<file path="config.mk">
export PLATFORM = sky130hd
export DESIGN_NAME = instr_encoder_flat
export DESIGN_NICKNAME = d
export VERILOG_FILES = /design/src/rtl/instr_encoder_if.sv /design/src/rtl/instr_encoder.sv /design/src/flat_wrapper.sv
export SDC_FILE = /design/constraint.sdc
export NUM_CORES = 1
export LEC_CHECK = 0
export BUFFER_PORTS_ARGS = -buffer_cell sky130_fd_sc_hd__buf_4
export CAP_MARGIN = 5
export CORE_UTILIZATION = 61
export DETAILED_ROUTE_END_ITERATION = 8
export GPL_TIMING_DRIVEN = 0
export PLACE_DENSITY = 0.85
export SLEW_MARGIN = 20
export SYNTH_ARGS = -nofsm -noshare
export SYNTH_HDL_FRONTEND = slang
export SYNTH_SLANG_ARGS = --single-unit
</file>
<file path="constraint.sdc">
create_clock -name clk -period 6.7 [get_ports clk]
set_input_delay 1.005 -clock clk [delete_from_list [all_inputs] [get_ports clk]]
set_output_delay 1.005 -clock clk [all_outputs]
set_load 0.01 [all_outputs]
</file>
<file path="src/rtl/instr_encoder_if.sv">
// Request/response bundle between an instruction-stream producer and the encoder.
// The master drives requests and consumes words; the slave is the encoder.
interface instr_encoder_if;
    logic        clear;
    logic        in_valid;
    logic        in_ready;
    logic [2:0]  in_op;
    logic [4:0]  in_rd;
    logic [4:0]  in_rs1;
    logic [4:0]  in_rs2;
    logic [12:0] in_imm;
    logic        out_valid;
    logic        out_ready;
    logic [31:0] out_instr;
    logic [31:0] out_addr;
    logic        err;
    logic [1:0]  err_code;
    logic [15:0] enc_cnt;

    modport master (
        output clear, in_valid, in_op, in_rd, in_rs1, in_rs2, in_imm, out_ready,
        input  in_ready, out_valid, out_instr, out_addr, err, err_code, enc_cnt
    );

    modport slave (
        input  clear, in_valid, in_op, in_rd, in_rs1, in_rs2, in_imm, out_ready,
        output in_ready, out_valid, out_instr, out_addr, err, err_code, enc_cnt
    );
endinterface

</file>
<file path="src/rtl/instr_encoder.sv">
// RV32I subset encoder (lw/sw/beq/add/sub/and/or) feeding a small FIFO that emits
// words with contiguous instruction-memory addresses.
module instr_encoder #(
    parameter int          DEPTH     = 4,
    parameter logic [31:0] BASE_ADDR = 32'h0000_0000
) (
    input logic            clk,
    input logic            rst_n,
    instr_encoder_if.slave bus
);
    localparam int PW = $clog2(DEPTH);
    localparam logic [PW:0] FULL_CNT = (PW + 1)'(DEPTH);

    logic [31:0]   mem_q [DEPTH];
    logic [PW-1:0] wr_ptr_q, rd_ptr_q;
    logic [PW:0]   count_q;
    logic [31:0]   addr_q;
    logic          err_q;
    logic [1:0]    err_code_q;
    logic [15:0]   enc_cnt_q;

    logic [31:0] word_d;
    logic [1:0]  code_d;
    logic        full, empty, accept, push, pop;

    logic [12:0] imm;
    logic [4:0]  rd, rs1, rs2;
    assign imm = bus.in_imm;
    assign rd  = bus.in_rd;
    assign rs1 = bus.in_rs1;
    assign rs2 = bus.in_rs2;

    // code_d of 0 means the request is legal and will be enqueued
    always_comb begin
        word_d = '0;
        code_d = 2'd0;
        case (bus.in_op)
            3'd0: begin
                word_d = {imm[11:0], rs1, 3'b010, rd, 7'b0000011};
                if (imm[12] != imm[11]) code_d = 2'd1;
            end
            3'd1: begin
                word_d = {imm[11:5], rs2, rs1, 3'b010, imm[4:0], 7'b0100011};
                if (imm[12] != imm[11]) code_d = 2'd1;
            end
            3'd2: begin
                word_d = {imm[12], imm[10:5], rs2, rs1, 3'b000, imm[4:1], imm[11], 7'b1100011};
                if (imm[0]) code_d = 2'd2;
            end
            3'd3: word_d = {7'b0000000, rs2, rs1, 3'b000, rd, 7'b0110011};
            3'd4: word_d = {7'b0100000, rs2, rs1, 3'b000, rd, 7'b0110011};
            3'd5: word_d = {7'b0000000, rs2, rs1, 3'b111, rd, 7'b0110011};
            3'd6: word_d = {7'b0000000, rs2, rs1, 3'b110, rd, 7'b0110011};
            default: code_d = 2'd3;
        endcase
    end

    // in_ready looks only at occupancy, so a same-cycle pop never frees a slot
    assign full   = (count_q == FULL_CNT);
    assign empty  = (count_q == '0);
    assign accept = bus.in_valid && !full && !bus.clear;
    assign push   = accept && (code_d == 2'd0);
    assign pop    = !empty && bus.out_ready && !bus.clear;

    assign bus.in_ready  = !full;
    assign bus.out_valid = !empty;
    assign bus.out_instr = empty ? 32'h0 : mem_q[rd_ptr_q];
    assign bus.out_addr  = addr_q;
    assign bus.err       = err_q;
    assign bus.err_code  = err_code_q;
    assign bus.enc_cnt   = enc_cnt_q;

    always_ff @(posedge clk) begin
        if (push) mem_q[wr_ptr_q] <= word_d;
    end

    always_ff @(posedge clk or negedge rst_n) begin
        if (!rst_n) begin
            wr_ptr_q   <= '0;
            rd_ptr_q   <= '0;
            count_q    <= '0;
            addr_q     <= BASE_ADDR;
            err_q      <= 1'b0;
            err_code_q <= 2'd0;
            enc_cnt_q  <= '0;
        end else if (bus.clear) begin
            wr_ptr_q  <= '0;
            rd_ptr_q  <= '0;
            count_q   <= '0;
            addr_q    <= BASE_ADDR;
            err_q     <= 1'b0;
            enc_cnt_q <= '0;
        end else begin
            if (push) wr_ptr_q <= wr_ptr_q + PW'(1);
            if (pop)  rd_ptr_q <= rd_ptr_q + PW'(1);
            if (push && !pop)      count_q <= count_q + (PW + 1)'(1);
            else if (pop && !push) count_q <= count_q - (PW + 1)'(1);
            if (pop)  addr_q    <= addr_q + 32'd4;
            if (push) enc_cnt_q <= enc_cnt_q + 16'd1;
            err_q <= accept && (code_d != 2'd0);
            if (accept && (code_d != 2'd0)) err_code_q <= code_d;
        end
    end
endmodule

</file>
<file path="src/flat_wrapper.sv">
// flat-port wrapper written by rule: the top's interface ports become plain ports
module instr_encoder_flat 
#(
    parameter int          DEPTH     = 4,
    parameter logic [31:0] BASE_ADDR = 32'h0000_0000
)
  (clk, rst_n, bus_clear, bus_in_valid, bus_in_op, bus_in_rd, bus_in_rs1, bus_in_rs2, bus_in_imm, bus_out_ready, bus_in_ready, bus_out_valid, bus_out_instr, bus_out_addr, bus_err, bus_err_code, bus_enc_cnt);
  instr_encoder_if bus_i ();
  input logic clk;
  input logic rst_n;
  input wire logic [$bits(bus_i.clear)-1:0] bus_clear;
  input wire logic [$bits(bus_i.in_valid)-1:0] bus_in_valid;
  input wire logic [$bits(bus_i.in_op)-1:0] bus_in_op;
  input wire logic [$bits(bus_i.in_rd)-1:0] bus_in_rd;
  input wire logic [$bits(bus_i.in_rs1)-1:0] bus_in_rs1;
  input wire logic [$bits(bus_i.in_rs2)-1:0] bus_in_rs2;
  input wire logic [$bits(bus_i.in_imm)-1:0] bus_in_imm;
  input wire logic [$bits(bus_i.out_ready)-1:0] bus_out_ready;
  output wire logic [$bits(bus_i.in_ready)-1:0] bus_in_ready;
  output wire logic [$bits(bus_i.out_valid)-1:0] bus_out_valid;
  output wire logic [$bits(bus_i.out_instr)-1:0] bus_out_instr;
  output wire logic [$bits(bus_i.out_addr)-1:0] bus_out_addr;
  output wire logic [$bits(bus_i.err)-1:0] bus_err;
  output wire logic [$bits(bus_i.err_code)-1:0] bus_err_code;
  output wire logic [$bits(bus_i.enc_cnt)-1:0] bus_enc_cnt;
  assign bus_i.clear = bus_clear;
  assign bus_i.in_valid = bus_in_valid;
  assign bus_i.in_op = bus_in_op;
  assign bus_i.in_rd = bus_in_rd;
  assign bus_i.in_rs1 = bus_in_rs1;
  assign bus_i.in_rs2 = bus_in_rs2;
  assign bus_i.in_imm = bus_in_imm;
  assign bus_i.out_ready = bus_out_ready;
  assign bus_in_ready = bus_i.in_ready;
  assign bus_out_valid = bus_i.out_valid;
  assign bus_out_instr = bus_i.out_instr;
  assign bus_out_addr = bus_i.out_addr;
  assign bus_err = bus_i.err;
  assign bus_err_code = bus_i.err_code;
  assign bus_enc_cnt = bus_i.enc_cnt;
  instr_encoder #(.DEPTH(DEPTH), .BASE_ADDR(BASE_ADDR)) u_core (.clk(clk), .rst_n(rst_n), .bus(bus_i));
endmodule
</file>
==> flow_metrics.tcl, run 1 <==
set metrics [dict create \
    critical_path.slowest_cell "nor3_1" \
    crit_buf_inv 3 \
    ant_nets 0 \
    dp_slack_ns 3.616 \
    ys_types 52 \
    status "completed" \
    async_reset_ff_share_pct 32.56 \
    cpMostUsedCell "buf_4" \
    netlist_area_um2 7913 \
    diodes 0 \
    place_congestion 0.8885 \
    routedWlPerCell_um 19.13 \
    cts_tree "done" \
    regArea_um2 4885 \
    cts.hold.buffers_added 0 \
    cts_setup_buffers 0 \
    cts.sinks 172 \
    numPortBuffers 115 \
    worst-endpoint-arrival_ns 2.28 \
    final.period_utilization_pct 49.00 \
    setup_ws_ns 3.417 \
    slew_headroom_pct 52.65 \
    rrSetupSlack_ns 4.35 \
    overflow 0 \
    rsz0062_at_grt "no" \
    rows 41 \
    critPathCaptureType "primary output" \
    power.density_nw_per_um2 312.5 \
    placedCellCount 894 \
    vias 5429 \
    multi_input_area_um2 2793 \
    period_minus_slack_ns 3.283 \
    grt_pass1_vias 5402 \
    grt_pass1_wl_mm 27.72 \
    ys_warn_count 0 \
    critPathKind "flop to primary output" \
    path_cells "nor3_1 -> clkbuf_1 -> nor2b_1 -> buf_4 -> buf_4" \
    die_x_um 115.9 \
    dp_hpwl_mm 11.70 \
    grtUsageTotal_pct 28.01 \
    ir_drop_mv 0.2061 \
    syn_avg_cell_area_um2 13.19 \
    power_leakage_uw 0.003738 \
    ys_ff_latch 172 \
    drive_gt1_share_pct 27.98 \
    coreArea_um2 12620 \
    die-area_um2 13430 \
    max_freq_mhz 304.6 \
    cts-resized-gates 0 \
    cp_num_cells 5 \
    cts_root_buf "clkbuf_16" \
    hp-class "flop to flop" \
    start_kind "flop" \
    antenna_found_initial 0 \
    num-fill-cells 800 \
    critical_path.max_fanout 10 \
    r2r_cells 6 \
    drc 0 \
    cp.required_ns 5.69 \
    die_h_um 115.9 \
    wirelength_mm 17.71 \
    crit_family "buffers and inverters" \
    max_stage_delay_ns 0.50 \
    grt_max_degree 57 \
    path_clk_slew_ns 0.06 \
    critPathLaunch "u_core.count_q[1]$_DFFE_PN0P_" \
    r2r-end "u_core.count_q[2]$_DFFE_PN0P_" \
    postSynthCellCount 600 \
    synth_top_flop_cell "edfxtp_1" \
    ios 121 \
    yosysSeqAreaShare_pct 61.73 \
    synthToLayoutAreaGrowth_pct 22.79 \
    ctsHtreeMaxLevel 4 \
    worst_slew_pin_slew_ns 0.7102 \
    clkLatencyLatePin_ns 0.43 \
    firstDrtPassIters 5 \
    synth_edf_count 116 \
    fin_cells 926 \
    setup_viol 0 \
    crit_end "bus_out_instr[1]" \
    final-hold-violation-count 0 \
    final_core_util_pct 76.99 \
    tns_ns 0 \
    via_per_inst 5.863 \
    slew_violations 0 \
    initial_core_util_pct 62.70 \
    reg2reg_from "u_core.count_q[1]$_DFFE_PN0P_" \
    final.setup_skew_ns 0.005570 \
    cts_max_path_buffers 2 \
    drv_cap 0 \
    first_iter_violations 439 \
    cts_made_buffers 17 \
    finalNetCount 784 \
]
## per-stage QoR
stage | instance area [um2] | hold WS, ns | power (uW)
after detailed placement | 9117 | 0.4835 | 2059
final | 9716 | 0.4928 | 3036
after global routing | 9716 | 0.5254 | 3153
after floorplan | 7924 | 0.5108 | 1735
after CTS | 9716 | 0.4975 | 3051
after global placement | 9002 | 0.4669 | 2022
## worst min-delay path by stage
stage                                       startpoint  slack, ns  cells past startpoint                            endpoint
floorplan               u_core.wr_ptr_q[0]$_DFFE_PN0P_       0.51                      1      u_core.wr_ptr_q[0]$_DFFE_PN0P_
CTS                 u_core.bus.err_code[0]$_DFFE_PN0P_       0.50                      2  u_core.bus.err_code[0]$_DFFE_PN0P_
detailed placement  u_core.bus.err_code[0]$_DFFE_PN0P_       0.48                      2  u_core.bus.err_code[0]$_DFFE_PN0P_
global route        u_core.bus.err_code[1]$_DFFE_PN0P_       0.53                      1  u_core.bus.err_code[1]$_DFFE_PN0P_
global placement    u_core.bus.err_code[1]$_DFFE_PN0P_       0.47                      1  u_core.bus.err_code[1]$_DFFE_PN0P_
finish              u_core.bus.err_code[0]$_DFFE_PN0P_       0.49                      2  u_core.bus.err_code[0]$_DFFE_PN0P_
## sequential cells by signal, summed over array words and instances (netlist names)
register	flops
u_core.rd_ptr_q	2
u_core.count_q	3
u_core.bus.err	1
u_core.bus.err_code	2
u_core.bus.out_addr	30
u_core.mem_q	116
u_core.wr_ptr_q	2
u_core.bus.enc_cnt	16
## layer usage
metal | share of wire [%] | GRT usage [%] | vias to the layer above | wire length [um]
met5 | 0 | 0 | - | 0
met4 | 1.7 | 9.744 | 0 | 301
met3 | 8.0 | 7.897 | 35 | 1417
met2 | 52 | 47.82 | 275 | 9172
met1 | 39 | 34.39 | 2659 | 6822
li1 | - | - | 2460 | -
## worst reg2reg max path, cell delays in order (launching register included)
cell     delay, ns
dfrtp_1       0.46
o31ai_2       0.53
nand4_1       0.28
inv_1         0.14
fa_1          0.22
mux4_2        0.51
o21ai_2       0.13
## synthesized netlist by cell type, types with 4 or more instances
library cell	instances	share of area, %
a21oi_1	19	1.2
a221oi_1	7	0.77
and2_1	17	1.3
and3_1	4	0.32
and4_1	6	0.66
buf_1	5	0.24
buf_2	9	0.57
buf_4	6	0.57
clkbuf_1	13	0.62
dfrtp_1	56	18
edfxtp_1	116	44
ha_1	6	0.95
inv_1	22	1.0
mux4_2	30	8.5
nand2_1	33	1.6
nand3_1	17	1.1
nand4_1	12	0.95
nor2_1	69	3.3
nor2b_1	34	2.7
nor3_1	12	0.76
nor4_1	7	0.55
o21ai_0	13	0.82
or4_1	6	0.57
xnor2_1	25	2.8
xor2_1	17	1.9
## logic make-up after synthesis
group	count (synthesis)	share of synthesized area [%]
buf+inv	56	3.178
xor+xnor	42	4.649
simple gates	232	15.62
flops	172	61.73
other cells	1	0.04739
fa+ha+maj	7	1.202
compound gates	58	4.760
mux	32	8.808
## cell type report
class	instances	area share, %
Buffer	34	1.739
Clock inverter	14	1.739
Multi-Input combinational cell	375	28.74
Inverter	22	0.8500
Timing Repair Buffer	119	10.02
Clock buffer	18	4.417
Tap cell	172	2.215
Sequential cell	172	50.28
## power breakdown
part	leakage (uW)	internal, uW	switching, uW	total (uW)
sequential	0.00183	1200	39.4	1240
clock	0.000282	587	413	1000
combinational	0.00162	394	401	795
## layout by cell type, fill, tap and decap left out, drive strengths merged, types with 4 or more instances in the layout
cell      n
clkinv    5
ha        6
nor3     12
dfrtp    56
conb      4
o21ai    14
inv      25
mux4     30
nor4      8
or4       6
nand4    13
a21oi    19
nand2    33
nor2b    34
nor2     70
edfxtp  116
a221oi    7
nand3    20
buf     140
clkbuf   31
o31ai     5
xnor2    25
xor2     17
and4      6
and3      4
and2     17
Note: power is estimated with default switching activity, not from simulation.
==> inputs of run 2 (changes only) <==
--- a/config.mk
+++ b/config.mk
@@ -7,10 +7,10 @@
 export LEC_CHECK = 0
 export BUFFER_PORTS_ARGS = -buffer_cell sky130_fd_sc_hd__buf_4
 export CAP_MARGIN = 5
-export CORE_UTILIZATION = 61
+export CORE_UTILIZATION = 57
 export DETAILED_ROUTE_END_ITERATION = 8
 export GPL_TIMING_DRIVEN = 0
-export PLACE_DENSITY = 0.85
+export PLACE_DENSITY = 0.8
 export SLEW_MARGIN = 20
 export SYNTH_ARGS = -nofsm -noshare
 export SYNTH_HDL_FRONTEND = slang
==> constraint.sdc (replaced) <==
create_clock -name clk -period 3.17 [get_ports clk]
set_input_delay 0.4755 -clock clk [delete_from_list [all_inputs] [get_ports clk]]
set_output_delay 0.4755 -clock clk [all_outputs]
set_load 0.01 [all_outputs]
==> flow_metrics.tcl, run 2 (synthesized netlist as in run 1, its figures left out) <==
set metrics [dict create \
    path_clk_slew_ns 0.07 \
    grtUsageTotal_pct 26.57 \
    slew_violations 0 \
    critical_path.max_fanout 10 \
    start_kind "flop" \
    cp.required_ns 2.69 \
    comb_power_share_pct 27.0 \
    ir_drop_mv 0.5175 \
    routedWlPerCell_um 19.49 \
    top_register "u_core.mem_q" \
    cts_made_buffers 17 \
    vias 5535 \
    power_leakage_uw 0.003716 \
    period_minus_slack_ns 2.804 \
    die-area_um2 14360 \
    power_frac_seq_pct 41.9 \
    worst_slew_pin_slew_ns 0.7119 \
    final.period_utilization_pct 88.46 \
    power.density_nw_per_um2 647.8 \
    status "completed" \
    power.switching_uw 1838 \
    worst-endpoint-arrival_ns 2.33 \
    via_per_inst 5.952 \
    wirelength_mm 18.13 \
    die_h_um 119.8 \
    p_sw_share_pct 29.32 \
    layout_commonest_cell "buf_4" \
    max_freq_mhz 356.6 \
    cpMostUsedCell "buf_4" \
    hp-class "input port to async pin" \
    overflow 0 \
    final-hold-violation-count 0 \
    critPathKind "flop to primary output" \
    ctsHtreeMaxLevel 4 \
    drv_cap 0 \
    cts_root_buf "clkbuf_16" \
    path_cells "nor3_1 -> clkbuf_1 -> nor2b_1 -> buf_4 -> buf_4" \
    dp_hpwl_mm 12.24 \
    clkLatencyLatePin_ns 0.43 \
    ant_nets 0 \
    fin_area_um2 9679 \
    max_stage_delay_ns 0.53 \
    synthToLayoutAreaGrowth_pct 22.33 \
    final_core_util_pct 72.23 \
    drive_gt1_share_pct 28.25 \
    grt_pass1_wl_mm 28.59 \
    first_iter_violations 565 \
    diodes 0 \
    rsz0062_at_grt "no" \
    cts_setup_buffers 0 \
    place_area_um2 9123 \
    placedCellCount 898 \
    p_clk_share_pct 31.2 \
    numPortBuffers 115 \
    critical_path.slowest_cell "nor3_1" \
    setup_ws_ns 0.3657 \
    cts.sinks 172 \
    setup_viol 0 \
    slew_headroom_pct 52.54 \
    antenna_found_initial 0 \
    cts-resized-gates 0 \
    final.setup_skew_ns 0.01205 \
    final_cell_mix "121 x buf_4, 116 x edfxtp_1, 69 x nor2_1, 56 x dfrtp_1, 34 x nor2b_1" \
    critPathCaptureType "primary output" \
    finalNetCount 784 \
    cts_tree "done" \
    rrSetupSlack_ns 0.74 \
    cts_max_path_buffers 2 \
    initial_core_util_pct 59.05 \
    grt_max_degree 57 \
    fin_cells 930 \
    ios 121 \
    dp_slack_ns 0.5749 \
    drc 0 \
    largest_reg_flops 116 \
    grt_pass1_vias 5699 \
    place_congestion 0.9147 \
    rows 42 \
    die_x_um 119.8 \
    cts.hold.buffers_added 0 \
    firstDrtPassIters 6 \
    cell_internal_pwr_uw 4432 \
    coreArea_um2 13400 \
]
==> run 2: cell types whose count changed in the layout (fill, tap and decap cells not counted), sizes merged <==
cell      change
inv           +3
clkinv        -3
bufinv        -3
clkbuf        +2
clkinvlp      +1
==> run 2: through the flow <==
stage	hold WS [ns]	power (uW)	setup TNS [ns]
floorplan	0.1799	3667	0
global placement	0.4645	4282	-3.773
detailed placement	0.4707	4357	0
CTS	0.1077	6309	0
global route	0.1434	6523	0
finish	0.09974	6270	0
==> run 2: cell type report <==
class                           instances  area (um2)
Buffer                                 34       168.9
Clock buffer                           20       456.7
Clock inverter                         12       100.1
Fill cell                             883        3721
Inverter                               22       82.58
Multi-Input combinational cell        375        2793
Sequential cell                       172        4885
Tap cell                              176       220.2
Timing Repair Buffer                  119       973.4
==> run 2: metal layers <==
metal	GRT usage (%)	wire length, um	vias to the layer above
met5	0	0	-
met4	12.27	444	0
met3	7.985	1553	55
met2	44.26	9153	306
met1	31.79	6974	2703
li1	-	-	2471
==> run 2: critical path: cells and delay by family (launching register included) <==
kind                   cells  cell delay, ns
buffers and inverters      3            0.77
and+or+nand+nor            2            0.67
DFF                        1            0.47
==> run 2: final timing paths <==
path                                                         start                                  end  cells after the start
worst max-delay path                 u_core.count_q[0]$_DFFE_PN0P_                     bus_out_instr[1]                      5
worst min-delay path                                         rst_n  u_core.bus.out_addr[21]$_DFFE_PN0N_                      1
worst max register to register       u_core.count_q[2]$_DFFE_PN0P_        u_core.mem_q[1][29]$_DFFE_PP_                      6
worst min register to register  u_core.bus.err_code[1]$_DFFE_PN0P_   u_core.bus.err_code[1]$_DFFE_PN0P_                      1
max in group asynchronous                                    rst_n    u_core.bus.enc_cnt[4]$_DFFE_PN0P_                      1
min in group clk                                         bus_clear   u_core.bus.enc_cnt[10]$_DFFE_PN0P_                      3
==> run 2: power by group through the flow <==
stage               registers, uW  logic, uW  clock network [uW]
floorplan                    2660       1010                   0
global placement             2660       1620                   0
detailed placement           2670       1690                   0
CTS                          2630       1700                1980
global route                 2640       1820                2070
finish                       2630       1690                1950
